**src/rtl/mcycle_if.sv**
```systemverilog
// Control/status bundle between the multicycle RV32I controller and its datapath.
// The controller takes the master view; the datapath (or a bench) takes the slave view.
interface mcycle_if;
  logic [6:0] op;
  logic [2:0] funct3;
  logic       funct7b5;
  logic       Zero;
  logic       MemReady;
  logic       PCWrite;
  logic       AdrSrc;
  logic       MemWrite;
  logic       IRWrite;
  logic [1:0] ResultSrc;
  logic [1:0] ALUSrcA;
  logic [1:0] ALUSrcB;
  logic [1:0] ImmSrc;
  logic       RegWrite;
  logic [2:0] ALUControl;
  logic       InstrDone;
  logic       Illegal;

  modport master (
    input  op, funct3, funct7b5, Zero, MemReady,
    output PCWrite, AdrSrc, MemWrite, IRWrite, ResultSrc, ALUSrcA, ALUSrcB,
           ImmSrc, RegWrite, ALUControl, InstrDone, Illegal
  );

  modport slave (
    output op, funct3, funct7b5, Zero, MemReady,
    input  PCWrite, AdrSrc, MemWrite, IRWrite, ResultSrc, ALUSrcA, ALUSrcB,
           ImmSrc, RegWrite, ALUControl, InstrDone, Illegal
  );
endinterface

```
**src/rtl/mcycle_controller.sv**
```systemverilog
// Moore FSM sequencing a shared-memory multicycle RV32I datapath, with a
// memory-ready handshake, optional bus timeout and a sticky FAULT state.
module mcycle_controller #(
  parameter int MEM_TIMEOUT = 0,
  parameter bit ENABLE_BNE  = 1'b1
) (
  input  logic     clk,
  input  logic     reset,
  mcycle_if.master bus
);

  localparam logic [3:0] S_FETCH   = 4'd0;
  localparam logic [3:0] S_DECODE  = 4'd1;
  localparam logic [3:0] S_MEMADR  = 4'd2;
  localparam logic [3:0] S_MEMREAD = 4'd3;
  localparam logic [3:0] S_MEMWB   = 4'd4;
  localparam logic [3:0] S_MEMWR   = 4'd5;
  localparam logic [3:0] S_EXECR   = 4'd6;
  localparam logic [3:0] S_EXECI   = 4'd7;
  localparam logic [3:0] S_ALUWB   = 4'd8;
  localparam logic [3:0] S_BRANCH  = 4'd9;
  localparam logic [3:0] S_JAL     = 4'd10;
  localparam logic [3:0] S_FAULT   = 4'd11;

  localparam logic [6:0] OP_LW  = 7'b0000011;
  localparam logic [6:0] OP_SW  = 7'b0100011;
  localparam logic [6:0] OP_R   = 7'b0110011;
  localparam logic [6:0] OP_I   = 7'b0010011;
  localparam logic [6:0] OP_BR  = 7'b1100011;
  localparam logic [6:0] OP_JAL = 7'b1101111;

  localparam int CNT_W = (MEM_TIMEOUT > 1) ? $clog2(MEM_TIMEOUT + 1) : 1;

  logic [3:0]       state_q, state_d;
  logic [CNT_W-1:0] cnt_q, cnt_d;
  logic [1:0]       alu_op;
  logic             wait_state, timeout_hit;

  logic       pc_write, adr_src, mem_write, ir_write, reg_write, instr_done, illegal;
  logic [1:0] result_src, alu_src_a, alu_src_b, imm_src;

  function automatic logic [2:0] alu_decode(input logic [1:0] aop, input logic [2:0] f3,
                                            input logic op5, input logic f7b5);
    logic [2:0] ctl;
    ctl = 3'b000;
    case (aop)
      2'b00: ctl = 3'b000;
      2'b01: ctl = 3'b001;
      default: begin
        case (f3)
          3'b000:  ctl = (op5 & f7b5) ? 3'b001 : 3'b000;
          3'b010:  ctl = 3'b101;
          3'b110:  ctl = 3'b011;
          3'b111:  ctl = 3'b010;
          default: ctl = 3'b000;
        endcase
      end
    endcase
    return ctl;
  endfunction

  // Only the three memory-facing states can stall on MemReady.
  assign wait_state  = (state_q == S_FETCH) || (state_q == S_MEMREAD) || (state_q == S_MEMWR);
  assign timeout_hit = (MEM_TIMEOUT > 0) && wait_state && !bus.MemReady &&
                       ((int'(cnt_q) + 1) >= MEM_TIMEOUT);

  always_comb begin
    cnt_d = '0;
    if ((MEM_TIMEOUT > 0) && wait_state && !bus.MemReady && !timeout_hit)
      cnt_d = cnt_q + CNT_W'(1);
  end

  always_comb begin
    case (bus.op)
      OP_LW, OP_I: imm_src = 2'b00;
      OP_SW:       imm_src = 2'b01;
      OP_BR:       imm_src = 2'b10;
      OP_JAL:      imm_src = 2'b11;
      default:     imm_src = 2'b00;
    endcase
  end

  always_comb begin
    state_d    = state_q;
    alu_op     = 2'b00;
    pc_write   = 1'b0;
    adr_src    = 1'b0;
    mem_write  = 1'b0;
    ir_write   = 1'b0;
    reg_write  = 1'b0;
    instr_done = 1'b0;
    illegal    = 1'b0;
    result_src = 2'b00;
    alu_src_a  = 2'b00;
    alu_src_b  = 2'b00;
    case (state_q)
      S_FETCH: begin
        alu_src_b  = 2'b10;
        result_src = 2'b10;
        ir_write   = bus.MemReady;
        pc_write   = bus.MemReady;
        if (bus.MemReady) state_d = S_DECODE;
      end
      S_DECODE: begin
        alu_src_a = 2'b01;
        alu_src_b = 2'b01;
        case (bus.op)
          OP_LW, OP_SW: state_d = S_MEMADR;
          OP_R:         state_d = S_EXECR;
          OP_I:         state_d = S_EXECI;
          OP_JAL:       state_d = S_JAL;
          OP_BR:        state_d = ((bus.funct3 == 3'b000) ||
                                   ((bus.funct3 == 3'b001) && ENABLE_BNE)) ? S_BRANCH : S_FAULT;
          default:      state_d = S_FAULT;
        endcase
      end
      S_MEMADR: begin
        alu_src_a = 2'b10;
        alu_src_b = 2'b01;
        state_d   = bus.op[5] ? S_MEMWR : S_MEMREAD;
      end
      S_MEMREAD: begin
        adr_src = 1'b1;
        if (bus.MemReady) state_d = S_MEMWB;
      end
      S_MEMWB: begin
        result_src = 2'b01;
        reg_write  = 1'b1;
        instr_done = 1'b1;
        state_d    = S_FETCH;
      end
      S_MEMWR: begin
        adr_src    = 1'b1;
        mem_write  = 1'b1;
        instr_done = bus.MemReady;
        if (bus.MemReady) state_d = S_FETCH;
      end
      S_EXECR: begin
        alu_src_a = 2'b10;
        alu_op    = 2'b10;
        state_d   = S_ALUWB;
      end
      S_EXECI: begin
        alu_src_a = 2'b10;
        alu_src_b = 2'b01;
        alu_op    = 2'b10;
        state_d   = S_ALUWB;
      end
      S_ALUWB: begin
        reg_write  = 1'b1;
        instr_done = 1'b1;
        state_d    = S_FETCH;
      end
      S_BRANCH: begin
        alu_src_a  = 2'b10;
        alu_op     = 2'b01;
        instr_done = 1'b1;
        pc_write   = bus.Zero ^ (bus.funct3 == 3'b001);
        state_d    = S_FETCH;
      end
      S_JAL: begin
        alu_src_a  = 2'b01;
        alu_src_b  = 2'b10;
        pc_write   = 1'b1;
        instr_done = 1'b1;
        state_d    = S_FETCH;
      end
      S_FAULT: illegal = 1'b1;
      default: state_d = S_FAULT;
    endcase
    if (timeout_hit) state_d = S_FAULT;
    // Reset overrides the decode so nothing is written while it is held.
    if (reset) begin
      pc_write   = 1'b0;
      ir_write   = 1'b0;
      mem_write  = 1'b0;
      reg_write  = 1'b0;
      instr_done = 1'b0;
      illegal    = 1'b0;
      adr_src    = 1'b0;
      result_src = 2'b10;
      alu_src_a  = 2'b00;
      alu_src_b  = 2'b10;
      alu_op     = 2'b00;
    end
  end

  always_ff @(posedge clk) begin
    if (reset) begin
      state_q <= S_FETCH;
      cnt_q   <= '0;
    end else begin
      state_q <= state_d;
      cnt_q   <= cnt_d;
    end
  end

  assign bus.PCWrite    = pc_write;
  assign bus.AdrSrc     = adr_src;
  assign bus.MemWrite   = mem_write;
  assign bus.IRWrite    = ir_write;
  assign bus.ResultSrc  = result_src;
  assign bus.ALUSrcA    = alu_src_a;
  assign bus.ALUSrcB    = alu_src_b;
  assign bus.ImmSrc     = imm_src;
  assign bus.RegWrite   = reg_write;
  assign bus.ALUControl = alu_decode(alu_op, bus.funct3, bus.op[5], bus.funct7b5);
  assign bus.InstrDone  = instr_done;
  assign bus.Illegal    = illegal;

endmodule

```
**src/flat_wrapper.sv**
```systemverilog
// flat-port wrapper written by rule: the top's interface ports become plain ports
module mcycle_controller_flat 
#(
  parameter int MEM_TIMEOUT = 0,
  parameter bit ENABLE_BNE  = 1'b1
)
  (clk, reset, bus_op, bus_funct3, bus_funct7b5, bus_Zero, bus_MemReady, bus_PCWrite, bus_AdrSrc, bus_MemWrite, bus_IRWrite, bus_ResultSrc, bus_ALUSrcA, bus_ALUSrcB, bus_ImmSrc, bus_RegWrite, bus_ALUControl, bus_InstrDone, bus_Illegal);
  mcycle_if bus_i ();
  input  logic clk;
  input  logic reset;
  input wire logic [$bits(bus_i.op)-1:0] bus_op;
  input wire logic [$bits(bus_i.funct3)-1:0] bus_funct3;
  input wire logic [$bits(bus_i.funct7b5)-1:0] bus_funct7b5;
  input wire logic [$bits(bus_i.Zero)-1:0] bus_Zero;
  input wire logic [$bits(bus_i.MemReady)-1:0] bus_MemReady;
  output wire logic [$bits(bus_i.PCWrite)-1:0] bus_PCWrite;
  output wire logic [$bits(bus_i.AdrSrc)-1:0] bus_AdrSrc;
  output wire logic [$bits(bus_i.MemWrite)-1:0] bus_MemWrite;
  output wire logic [$bits(bus_i.IRWrite)-1:0] bus_IRWrite;
  output wire logic [$bits(bus_i.ResultSrc)-1:0] bus_ResultSrc;
  output wire logic [$bits(bus_i.ALUSrcA)-1:0] bus_ALUSrcA;
  output wire logic [$bits(bus_i.ALUSrcB)-1:0] bus_ALUSrcB;
  output wire logic [$bits(bus_i.ImmSrc)-1:0] bus_ImmSrc;
  output wire logic [$bits(bus_i.RegWrite)-1:0] bus_RegWrite;
  output wire logic [$bits(bus_i.ALUControl)-1:0] bus_ALUControl;
  output wire logic [$bits(bus_i.InstrDone)-1:0] bus_InstrDone;
  output wire logic [$bits(bus_i.Illegal)-1:0] bus_Illegal;
  assign bus_i.op = bus_op;
  assign bus_i.funct3 = bus_funct3;
  assign bus_i.funct7b5 = bus_funct7b5;
  assign bus_i.Zero = bus_Zero;
  assign bus_i.MemReady = bus_MemReady;
  assign bus_PCWrite = bus_i.PCWrite;
  assign bus_AdrSrc = bus_i.AdrSrc;
  assign bus_MemWrite = bus_i.MemWrite;
  assign bus_IRWrite = bus_i.IRWrite;
  assign bus_ResultSrc = bus_i.ResultSrc;
  assign bus_ALUSrcA = bus_i.ALUSrcA;
  assign bus_ALUSrcB = bus_i.ALUSrcB;
  assign bus_ImmSrc = bus_i.ImmSrc;
  assign bus_RegWrite = bus_i.RegWrite;
  assign bus_ALUControl = bus_i.ALUControl;
  assign bus_InstrDone = bus_i.InstrDone;
  assign bus_Illegal = bus_i.Illegal;
  mcycle_controller #(.MEM_TIMEOUT(MEM_TIMEOUT), .ENABLE_BNE(ENABLE_BNE)) u_core (.clk(clk), .reset(reset), .bus(bus_i));
endmodule
```
**config.mk**
```make
export PLATFORM = sky130hd
export DESIGN_NAME = mcycle_controller_flat
export DESIGN_NICKNAME = d
export VERILOG_FILES = /design/src/rtl/mcycle_if.sv /design/src/rtl/mcycle_controller.sv /design/src/flat_wrapper.sv
export SDC_FILE = /design/constraint.sdc
export NUM_CORES = 1
export LEC_CHECK = 0
export ABC_AREA = 1
export CAP_MARGIN = 5
export CORE_UTILIZATION = 36
export CTS_BUF_LIST = sky130_fd_sc_hd__clkbuf_8
export DETAILED_ROUTE_END_ITERATION = 10
export HOLD_SLACK_MARGIN = 0.05
export PLACE_DENSITY_LB_ADDON = 0.12
export SETUP_SLACK_MARGIN = 0.05
export SLEW_MARGIN = 20
export SYNTH_ARGS = -nofsm -noshare
export SYNTH_HDL_FRONTEND = slang
export SYNTH_SLANG_ARGS = --single-unit
```
**constraint.sdc**
```tcl
create_clock -name clk -period 1.2 [get_ports clk]
set_clock_uncertainty 0.2 [all_clocks]
set_input_delay 0.18 -clock clk [delete_from_list [all_inputs] [get_ports clk]]
set_output_delay 0.18 -clock clk [all_outputs]
set_load 0.02 [all_outputs]
```
==> results by group, run 1 <==
Status
  • Outcome: aborted with a tool error
  • Fail Step: clock tree synthesis (4_1_cts)
  • Error: [ERROR DPL-0038] Utilization greater than 100%, impossible to legalize

Clock tree
  • Clk buf depth: 2
  • H-tree Lvls: 1
  • CTS Buf Count: 3
  • Post_cts resized: approximately 200
  • CTS root buf: clkbuf_8
  • Postcts setup bufs: 9
  • Clock Sinks: 4
  • Hold Buf Count CTS: 0

Yosys
  • Main synth FF type: dfxtp_1
  • Syn Area/Cell: 5.179 sq um
  • Synthesis-stage register bit count: 4
  • Post-Synthesis Cell Area: 631.9 sq um
  • EDFF count, synth: 0
  • Proportion of synthesized area in mux cells: 0%
  • Post-Synth Simple-Gate Area: 58.02%
  • Most frequent cell after synthesis: nand2_1
  • Synth area leaders: nand2_1, dfxtp_1, nor2_1
  • XOR/XNOR Fraction of Synth Area: 0%
  • Commonest cells in the netlist: nand2_1, nor2_1, inv_1, nand3_1, a21oi_1
  • Synth warn: 0
  • Post-synthesis async set-or-reset flop share: 0%
  • Largest family of logic cells by synthesized area: simple AND/OR/NAND/NOR gates
  • Syn Nets: 137
  • Compound-Gate Fraction of Synth Area: 16.83%
  • Yosys top cell by area: nand2_1
  • Cell count after synthesis: 122
  • Post-Synth Adder-Cell Area: 0%
  • Sequential-to-total area share from yosys stat: 12.67%
  • Netlist cell types: 21
  • Synth top area share: 19.01%

Die
  • Total I/O pin count: 33
  • Initial core utilization: 40.08%
  • Die height: 43.90 um
  • DIE WIDTH: 43.90 um
  • Row count: 14

Placed design
  • Dpl hpwl: roughly 2500 um
  • Post-DP Area: 1426 sq um
  • Inst Count DP: 207
  • Port Buf Inserts: 32
  • Pre-CTS WS: -1.114 ns
  • Gpl congestion: ~0.88
-- kinds of logic after synthesis --
logic type | after synthesis
flip-flops | 4
AO/OA/AOI/OAI | 20
AND/OR/NAND/NOR | 77
buffers and inverters | 21
-- metrics by stage --
| stage | hold slack, ns | setup TNS [ns] |
|---|---|---|
| after floorplan | 0.1903 | -2.311 |
| after global placement | 0.3449 | -16.21 |
| after detailed placement | 0.3553 | -16.95 |
==> run 2, diff against run 1 <==
Settings changed: CORE_AREA set to 2 2 63 65, CORE_UTILIZATION 36 to not set, CTS_BUF_LIST sky130_fd_sc_hd__clkbuf_8 to not set, DIE_AREA set to 0 0 65 67, HOLD_SLACK_MARGIN 0.05 to not set, PLACE_DENSITY_LB_ADDON 0.12 to 0.15, SETUP_SLACK_MARGIN 0.05 to not set.
Clock period 1.2 ns to 1.55 ns, I/O delays scaled along.
==> results by group, run 2 <==
Status
  • Outcome: finished with violations
  • Failing checks: setup timing

Global routing
  • Initial antenna violation count: 0
  • Largest net degree at the start of global routing: 11
  • Tot GR Track Use: a little over an eighth
  • Total global routing overflow: 0
  • Vias in the first global route: approximately 1100
  • First-pass GRT wire length: 4650 um

Detailed routing
  • DRT iter0 DRCs: 29
  • Drt via density: 4.281
  • Final WL: between 2000 and 3000 um
  • Routed WL per cell: 11.53 um
  • Router iterations before antenna repair: 4
  • DRT antenna net count: 0
  • Remaining DRCs: 0
  • Routed vias: 1096

Placed design
  • Inst Count DP: 238 (+15%)
  • Port Buf Inserts: 32 (unchanged)
  • Dpl hpwl: 2096 um (-15%)
  • Post-DP Area: 1338 sq um (-6.2%)
  • Gpl congestion: 0.7553 (-14%)

Setup path
  • Flop2flop setup slack: -0.10 ns
  • Worst-path cell chain: inv_4, nand2_4, nor2_4, nand2_1, or2_1, a31oi_4, buf_6
  • R2R cell count: 11
  • Critical path data arrival time: 1.39 ns
  • Crit-path max FO: 3
  • CP Class: reg2out
  • Reg-to-reg startpoint: u_core.state_q[2]
  • RR Endpoint: u_core.state_q[1]
  • Worst path slowest cell: dfxtp_4
  • Crit path required time: 1.12 ns
  • CP endpoint kind: output port
  • Worst path max stage delay: 0.35 ns
  • Startpoint Class: flop

STA
  • Hold_ws: 0.2456 ns
  • Final Cycle Share: 117.3%
  • Max Slew Vio Count: 0
  • Worst Tran Pin Value: 0.2441 ns
  • Setup violations, final: 18
  • Fin. Hold Viols: 0
  • Final min period: 1.819 ns
  • F_max: 549.8 MHz
  • Slew headroom: 83.69%
  • RSZ-0062 raised after global routing: yes
  • Worst Setup Slack, final: -0.2687 ns

Yosys
  • Post-Synthesis Cell Area: 631.9 sq um (unchanged)
  • Main synth FF type: dfxtp_1
  • Synth top area share: 19.01% (unchanged)
  • Synthesis-stage register bit count: 4 (unchanged)
  • EDFF count, synth: 0 (unchanged)
  • Post-synthesis async set-or-reset flop share: 0% (unchanged)
  • Most frequent cell after synthesis: nand2_1
  • Cell count after synthesis: 122 (unchanged)
  • Syn Nets: 137 (unchanged)
  • Yosys top cell by area: nand2_1
  • Netlist cell types: 21 (unchanged)
  • Synth warn: 0 (unchanged)
  • Commonest cells in the netlist: nand2_1, nor2_1, inv_1, nand3_1, a21oi_1
  • Syn Area/Cell: 5.179 sq um (unchanged)
  • Synth area leaders: nand2_1, dfxtp_1, nor2_1
  • Sequential-to-total area share from yosys stat: 12.67% (unchanged)

Cells and area
  • Most frequent cells in the layout: buf_4, nand2_1, buf_6
  • Largest Register: u_core.state_q
  • Biggest regs: u_core.state_q (4)
  • Fin nets: around 230
  • Share of post-route cells with drive strength above 1: between 60% and 70%
  • N_diodes: 0
  • Layout Area Growth over Synthesis: 166.7%
  • Final std cells w/o fill: 256
  • Number of flip-flops in the largest register: 4
  • Most common cell after layout, fill and taps aside: buf_4
  • Cell area after layout: 1685 sq um

Power
  • PD cells: ~1400 nW/um^2
  • Internal: approximately 1.2 mW
  • Combinational power share: 79.6%
  • Static Leak: 0.8256 nW
  • Clock share of power: between 9 and 10%
  • Sw Share: 46.87%
  • Peak supply drop: 0.8650 mV
  • Final Power: 2.325 mW
  • Seq pwr share: 11.2%
  • Switching pwr: 1.090 mW

Min path
  • Min-Delay Endpoint: u_core.state_q[2]
  • Hold wc startpoint: bus_op[4]
  • Worst hold path class: in2reg
  • Worst hold path depth: 5

Clock tree
  • H-tree Lvls: 1 (unchanged)
  • CTS tree: yes
  • Clock-pin slew on the worst setup and hold paths: 0.03 ns
  • Clock Sinks: 4 (unchanged)
  • Hold Buf Count CTS: 0 (unchanged)
  • Clk buf depth: 2 (unchanged)
  • CTS Buf Count: 3 (unchanged)
  • Skew-Pair Late Insertion Delay: between 0.2 and 0.25 ns
  • CTS root buf: clkbuf_8

Die
  • Core area: approximately 3600 sq um
  • Row count: 22 (+8)
  • Total I/O pin count: 33 (unchanged)
  • Die height: 67 um (+53%)
  • Initial core utilization: 17.52% (-23 points)
  • Die area: 4355 sq um
  • DIE WIDTH: 65 um (+48%)

Run
  • Max-Cap Viols: 0
==> run 2: worst max path at each step <==
stage | start | to | slack [ns] | cells after the start
floorplan | u_core.state_q[2] | bus_ALUControl[2] | -0.04 | 6
global placement | bus_funct3[1] | bus_PCWrite | -0.82 | 6
detailed placement | bus_funct3[1] | bus_PCWrite | -0.88 | 6
CTS | u_core.state_q[2] | bus_PCWrite | -0.29 | 7
global route | u_core.state_q[2] | bus_PCWrite | -0.33 | 7
finish | u_core.state_q[2] | bus_PCWrite | -0.27 | 7
==> run 2: layer usage <==
| layer | vias up | wire length, um | GRT usage [%] |
|---|---|---|---|
| met5 | - | 0 | 0 |
| met4 | 0 | 0 | 2.394 |
| met3 | 0 | 73 | 1.351 |
| met2 | 17 | 1554 | 25.13 |
| met1 | 509 | 1322 | 16.98 |
| li1 | 570 | - | - |
==> run 2: what timing repair did <==
action / CTS / global route
endpoints found under the setup margin: 21 / 21
buffers inserted: 11 / 4
pin swaps: 14 / 15
resized for setup: 141 / 41
==> run 2: cell type report <==
class	count	area [sq um]
Tap cell	48	60.06
Timing Repair Buffer	84	721.9
Clock buffer	3	41.29
Multi-Input combinational cell	97	683.2
Fill cell	371	1921
Sequential cell	4	95.09
Inverter	20	83.83
==> run 2: cell families (layout without fill, tap and decap cells) <==
family | count (synthesis) | in the layout | synth area share [%]
AND/OR/NAND/NOR | 77 | 77 | 58.02
AO/OA/AOI/OAI | 20 | 20 | 16.83
buffers and inverters | 21 | 107 | 12.47
flip-flops | 4 | 4 | 12.67
==> run 2: power groups by stage <==
stage	Sequential, mW	Combinational [mW]	Clock (mW)
2_1_floorplan	0.210	0.740	0
3_3_place_gp	0.217	1.39	0
3_5_place_dp	0.217	1.39	0
4_1_cts	0.247	1.53	0.221
5_1_grt	0.271	1.99	0.225
6_report	0.260	1.85	0.213
==> run 2: stage by stage <==
step	setup TNS, ns	worst slack, ns	utilization, %
floorplan	-0.05049	-0.03678	-
global placement	-11.88	-0.8238	37.09
detailed placement	-11.90	-0.8787	37.09
CTS	-2.962	-0.2897	42.71
global route	-4.107	-0.3320	46.74
finish	-2.973	-0.2687	46.74
==> run 2: critical path: cells and delay by family (launching register included) <==
family	cells	cell delay, ns
AO/OA/AOI/OAI	1	0.14
buffers and inverters	2	0.21
flip-flops	1	0.35
AND/OR/NAND/NOR	4	0.47
Power figures use the tool's default switching activity.
==> run 3, diff against run 2 <==
Settings changed: ABC_AREA 1 to not set.
==> results by group, run 3 <==
Status
  • Outcome: finished with violations
  • Failing checks: setup timing

Setup path
  • CP bufs+invs: 2 (unchanged)
  • Worst path slowest cell: or4_4
  • Worst-path cell chain: inv_2, or4_4, a21oi_4, buf_6
  • Worst path max stage delay: 0.54 ns (+0.19 ns)
  • R2R cell count: 9 (-2)
  • CP endpoint kind: output port
  • CP delay by family, top: simple AND/OR/NAND/NOR gates
  • Crit path required time: 1.12 ns (about the same)
  • Worst path depth: 4 (-3)
  • Startpoint Class: flop
  • Critical path data arrival time: 1.46 ns (+0.07 ns)
  • Crit-path max FO: 8 (+5)
  • CP Class: reg2out

Yosys
  • Yosys top cell by area: dfxtp_1
  • Synthesis-stage register bit count: 4 (unchanged)
  • Syn Nets: 120 (-12%)
  • Most frequent cell after synthesis: nor2_1
  • Synth top area share: 11.94% (-7.1 points)
  • Synth area leaders: dfxtp_1, nor3_1, nor2_1
  • Commonest cells in the netlist: nor2_1, nor3_1, nand2_1, buf_2, a21oi_1
  • Cell count after synthesis: 105 (-14%)
  • Sequential-to-total area share from yosys stat: 11.94% (-0.73 points)
  • Main synth FF type: dfxtp_1
  • Synth warn: 0 (unchanged)
  • EDFF count, synth: 0 (unchanged)
  • Netlist cell types: 42 (+100%)
  • Syn Area/Cell: 6.387 sq um (+23%)
  • Post-synthesis async set-or-reset flop share: 0% (unchanged)
  • Post-Synthesis Cell Area: 670.6 sq um (+6.1%)

Detailed routing
  • Final WL: 3077 um (+4.3%)
  • DRT antenna net count: 0 (unchanged)
  • Router iterations before antenna repair: 4 (unchanged)
  • DRT iter0 DRCs: 55 (+90%)
  • Drt via density: 4.765 (+11%)
  • Routed WL per cell: 13.15 um (+14%)
  • Remaining DRCs: 0 (unchanged)
  • Routed vias: 1115 (+1.7%)

Cells and area
  • Fillers: 373 (+0.54%)
  • Most frequent cells in the layout: buf_4, buf_6, dlygate4sd2_1
  • Fin nets: 203 (-9.8%)
  • N_diodes: 0 (unchanged)
  • Seq. cell area: 91.34 sq um (-3.9%)
  • Biggest regs: u_core.state_q (4)
  • Most common cell after layout, fill and taps aside: buf_4
  • Area of the multi-input gates: 778.2 sq um (+14%)
  • Core Util, Final: 47.99% (+1.2 points)
  • Layout Area Growth over Synthesis: 158.0%
  • Share of post-route cells with drive strength above 1: 69.35% (+4.9 points)
  • Largest Register: u_core.state_q
  • Number of flip-flops in the largest register: 4 (unchanged)

Die
  • Die area: 4355 sq um (unchanged)
  • DIE WIDTH: 65 um (unchanged)
  • Initial core utilization: 18.60% (+1.1 points)
  • Die height: 67 um (unchanged)
  • Total I/O pin count: 33 (unchanged)
  • Row count: 22 (unchanged)
  • Core area: 3606 sq um (unchanged)

STA
  • F_max: 527.2 MHz (-4.1%)
  • Slew headroom: 74.80% (-8.9 points)
  • Worst Tran Pin Value: 0.3781 ns (+0.1339 ns)
  • Setup violations, final: 20 (+2)
  • Fin. Hold Viols: 0 (unchanged)
  • Max Slew Vio Count: 0 (unchanged)
  • Final Cycle Share: 122.4% (+5.0 points)
  • Worst Setup Slack, final: -0.3469 ns (-0.07816 ns)
  • RSZ-0062 raised after global routing: yes
  • Final min period: 1.897 ns (+0.07816 ns)
  • Hold_ws: 0.2238 ns (-0.02180 ns)
  • Sum Neg Setup Slack: -4.338 ns (-1.365 ns)

Global routing
  • Vias in the first global route: 1084 (-0.092%)
  • Tot GR Track Use: 14.27% (+0.71 points)
  • Largest net degree at the start of global routing: 12 (+1)
  • Initial antenna violation count: 0 (unchanged)
  • Met3 usage: 1.520% (+0.17 points)
  • Met1 usage: 18.39% (+1.4 points)
  • First-pass GRT wire length: 4899 um (+5.4%)
  • GR Util met2: 25.00% (-0.13 points)
  • Total global routing overflow: 0 (unchanged)
  • Top Usage Layer GRT: met2

Power
  • Peak supply drop: 0.5433 mV (-37%)
  • Static Leak: 0.7462 nW (-9.6%)
  • Final Power: 2.688 mW (+16%)
  • PD cells: 1553 nW/um^2 (+13%)

Clock tree
  • Skew-Pair Late Insertion Delay: 0.22 ns (about the same)
  • CTS Buf Count: 3 (unchanged)
  • CTS tree: yes
  • H-tree Lvls: 1 (unchanged)
  • Clock Sinks: 4 (unchanged)
  • Clk buf depth: 2 (unchanged)
  • Clock-pin slew on the worst setup and hold paths: 0.03 ns (about the same)
  • CTS root buf: clkbuf_8
  • Hold Buf Count CTS: 0 (unchanged)

Min path
  • Worst hold path class: in2reg
  • Worst hold path depth: 4 (-1)

Placed design
  • Dpl hpwl: 2283 um (+8.9%)
  • Gpl congestion: 0.7637 (+1.1%)
  • Port Buf Inserts: 32 (unchanged)

Run
  • Max-Cap Viols: 0 (unchanged)
-- run 3: cells by family (layout without fill, tap and decap cells) --
group	Yosys count	count (layout)	synth area share, %
simple gates	51	51	40.49
compound gates	32	32	34.14
buf+inv	15	96	9.513
flops	4	4	11.94
xor+xnor	3	3	3.919
-- run 3: worst paths after layout --
kind	startpoint	slack [ns]	to
setup / recovery	u_core.state_q[1]	-0.35	bus_ALUControl[0]
hold reg to reg	u_core.state_q[3]	0.48	u_core.state_q[0]
setup reg to reg	u_core.state_q[3]	-0.23	u_core.state_q[2]
hold / removal	bus_op[5]	0.22	u_core.state_q[2]
-- run 3: tightest hold or removal path, delay by kind of cell --
kind,cells,cell delay [ns]
AOI/OAI and AO/OA,1,0.09
buffers and inverters,2,0.20
and+or+nand+nor,1,0.08
-- run 3: layer usage --
| metal | vias up | routed length [um] |
|---|---|---|
| li1 | 556 | - |
| met1 | 516 | 1332 |
| met2 | 39 | 1574 |
| met3 | 4 | 142 |
| met4 | 0 | 27 |
| met5 | - | 0 |
-- run 3: final cells by class --
| cell class | count | area share [%] |
|---|---|---|
| Inverter | 5 | 1.085 |
| Tap cell | 48 | 3.471 |
| Timing Repair Buffer | 88 | 42.81 |
| Clock buffer | 3 | 2.386 |
| Multi-Input combinational cell | 86 | 44.97 |
| Sequential cell | 4 | 5.278 |
-- run 3: power breakdown --
part / switching, mW / internal [mW] / leakage, nW / total [mW]
sequential: 0.0764 / 0.164 / 0.0351 / 0.241
clock: 0.0539 / 0.166 / 0.0216 / 0.219
combinational: 1.05 / 1.18 / 0.689 / 2.23
total: 1.18 / 1.51 / 0.746 / 2.69
-- run 3: per-stage QoR --
| stage | std cells | worst slack (ns) | cell area (sq um) |
|---|---|---|---|
| after global routing | 234 | -0.3887 | 1730 |
| final | 234 | -0.3469 | 1730 |
| after global placement | 220 | -0.9411 | 1439 |
| after detailed placement | 220 | -0.9376 | 1439 |
| after CTS | 227 | -0.3845 | 1560 |
| after floorplan | 105 | -0.1637 | 785.8 |
-- run 3: what timing repair did --
item,CTS,global route
setup buffers,4,7
pin swaps,17,8
gates resized for setup,134,41
endpoints found under the setup margin,22,21
hold endpoints to repair,0,0
==> run 4, diff against run 3 <==
Settings changed: TNS_END_PERCENT set to 30.
==> results by group, run 4 (synthesis gave the netlist of run 3 again) <==
Min path
  • Hold wc startpoint: bus_op[5]
  • Worst hold path class: in2reg

Placed design
  • Gpl congestion: 0.7906 (+3.5%)
  • Port Buf Inserts: 32 (unchanged)
  • Dpl hpwl: 2150 um (-5.8%)
  • Inst Count DP: 214 (-2.7%)
  • Post-DP Area: 1364 sq um (-5.2%)

Power
  • Final Power: 2.387 mW (-11%)
  • Static Leak: 0.6901 nW (-7.5%)
  • PD cells: 1513 nW/um^2 (-2.6%)
  • Peak supply drop: 0.4548 mV (-16%)

Cells and area
  • Number of flip-flops in the largest register: 4 (unchanged)
  • Most common cell after layout, fill and taps aside: buf_4
  • Fin nets: 192 (-5.4%)
  • N_diodes: 0 (unchanged)
  • Biggest regs: u_core.state_q (4)
  • Final std cells w/o fill: 223 (-4.7%)
  • Share of post-route cells with drive strength above 1: 60.57% (-8.8 points)
  • Cell area after layout: 1578 sq um (-8.8%)
  • Largest Register: u_core.state_q
  • Layout Area Growth over Synthesis: 135.3%
  • Most frequent cells in the layout: buf_4, dlygate4sd2_1, buf_6
  • Core Util, Final: 43.75% (-4.2 points)

STA
  • Fin. Hold Viols: 0 (unchanged)
  • Setup violations, final: 20 (unchanged)
  • Slew headroom: 77.55% (+2.8 points)
  • F_max: 525.6 MHz (-0.30%)
  • Max Slew Vio Count: 0 (unchanged)
  • Worst Tran Pin Value: 0.3367 ns (-0.04134 ns)
  • Final min period: 1.903 ns (+0.005776 ns)
  • Sum Neg Setup Slack: -3.565 ns (+0.7730 ns)
  • RSZ-0062 raised after global routing: yes
  • Final Cycle Share: 122.8% (+0.37 points)
  • Worst Setup Slack, final: -0.3527 ns (-0.005776 ns)

Status
  • Outcome: finished with violations
  • Failing checks: setup timing

Global routing
  • Initial antenna violation count: 0 (unchanged)
  • First-pass GRT wire length: 4512 um (-7.9%)
  • Tot GR Track Use: 13.15% (-1.1 points)
  • Total global routing overflow: 0 (unchanged)
  • Vias in the first global route: 1017 (-6.2%)
  • Largest net degree at the start of global routing: 13 (+1)

Setup path
  • Critical path launch point: u_core.state_q[3]
  • CP endpoint kind: output port
  • Crit path required time: 1.12 ns (about the same)
  • CP Class: reg2out
  • Crit-path max FO: 7 (-1)
  • Worst path slowest cell: or4_4
  • Worst-path cell chain: nand2b_4, or4_4, a21oi_4, buf_6
  • Reg-to-reg startpoint: u_core.state_q[3]
  • Worst path max stage delay: 0.49 ns (-0.05 ns)
  • Critical path data arrival time: 1.47 ns (about the same)
  • Startpoint Class: flop

Detailed routing
  • Met3 wire len: 150 um (+5.6%)
  • Met2 routed WL: 1389 um (-12%)
  • Routed vias: 1058 (-5.1%)
  • Router iterations before antenna repair: 4 (unchanged)
  • Top layer in use: met4
  • Routed WL per cell: 12.80 um (-2.7%)
  • Remaining DRCs: 0 (unchanged)
  • DRT iter0 DRCs: 32 (-42%)
  • Drt via density: 4.744 (-0.43%)
  • Final WL: 2854 um (-7.2%)
  • DRT antenna net count: 0 (unchanged)
  • DRT met1 WL: 1297 um (-2.6%)

Die
  • Die height: 67 um (unchanged)
  • Row count: 22 (unchanged)
  • Die area: 4355 sq um (unchanged)
  • Core area: 3606 sq um (unchanged)
  • DIE WIDTH: 65 um (unchanged)
  • Total I/O pin count: 33 (unchanged)
  • Initial core utilization: 18.60% (unchanged)

Run
  • Max-Cap Viols: 0 (unchanged)

Clock tree
  • Clk buf depth: 2 (unchanged)
  • H-tree Lvls: 1 (unchanged)
  • Skew-Pair Late Insertion Delay: 0.21 ns (about the same)
  • Hold Buf Count CTS: 0 (unchanged)
  • Clock-pin slew on the worst setup and hold paths: 0.03 ns (about the same)
  • Clock Sinks: 4 (unchanged)
  • CTS tree: yes
  • CTS root buf: clkbuf_8
  • CTS Buf Count: 3 (unchanged)
## run 4: final cells by class
cell class	count	area [sq um]
fill	380	2028
multi-input combinational	86	716.9
tap	48	60.06
timing repair buffer	77	649.4
sequential	4	91.34
clock buffer	3	41.29
inverter	5	18.77
## run 4: timing repair
action | 4_1_cts | 5_1_grt
setup buffers | 2 | 4
endpoints found under the setup margin | 22 | 22
pin swaps | 5 | 12
gates resized for setup | 117 | 46
## run 4: per-stage QoR
step / setup slack (ns) / hold slack (ns)
after floorplan: -0.1673 / 0.2007
after global placement: -0.9623 / 0.5089
after detailed placement: -0.9652 / 0.5254
after CTS: -0.3732 / 0.3637
after global routing: -0.3949 / 0.3479
final: -0.3527 / 0.3192
## run 4: final timing paths
kind,endpoint,cells after the start,slack (ns)
hold reg to reg,u_core.state_q[2],3,0.51
hold / removal,u_core.state_q[2],5,0.32
setup reg to reg,u_core.state_q[1],7,-0.15
setup / recovery,bus_ALUControl[0],4,-0.35
## run 4: per-layer routing
layer,GRT usage [%],vias to the layer above
met5,0,-
met1,16.85,488
met2,22.94,31
li1,-,537
met4,3.191,0
met3,2.027,2
## run 4: worst max-delay path: cells and delay by family, from the launching register on
kind                   cells  cell delay, ns
AO/OA/AOI/OAI              1            0.13
flip-flops                 1            0.36
buffers and inverters      1            0.12
AND/OR/NAND/NOR            2            0.64
## run 4: power by group
group	switching [mW]	internal, mW
Sequential	0.0878	0.164
Combinational	0.920	1.00
Clock	0.0466	0.165
Total	1.05	1.33
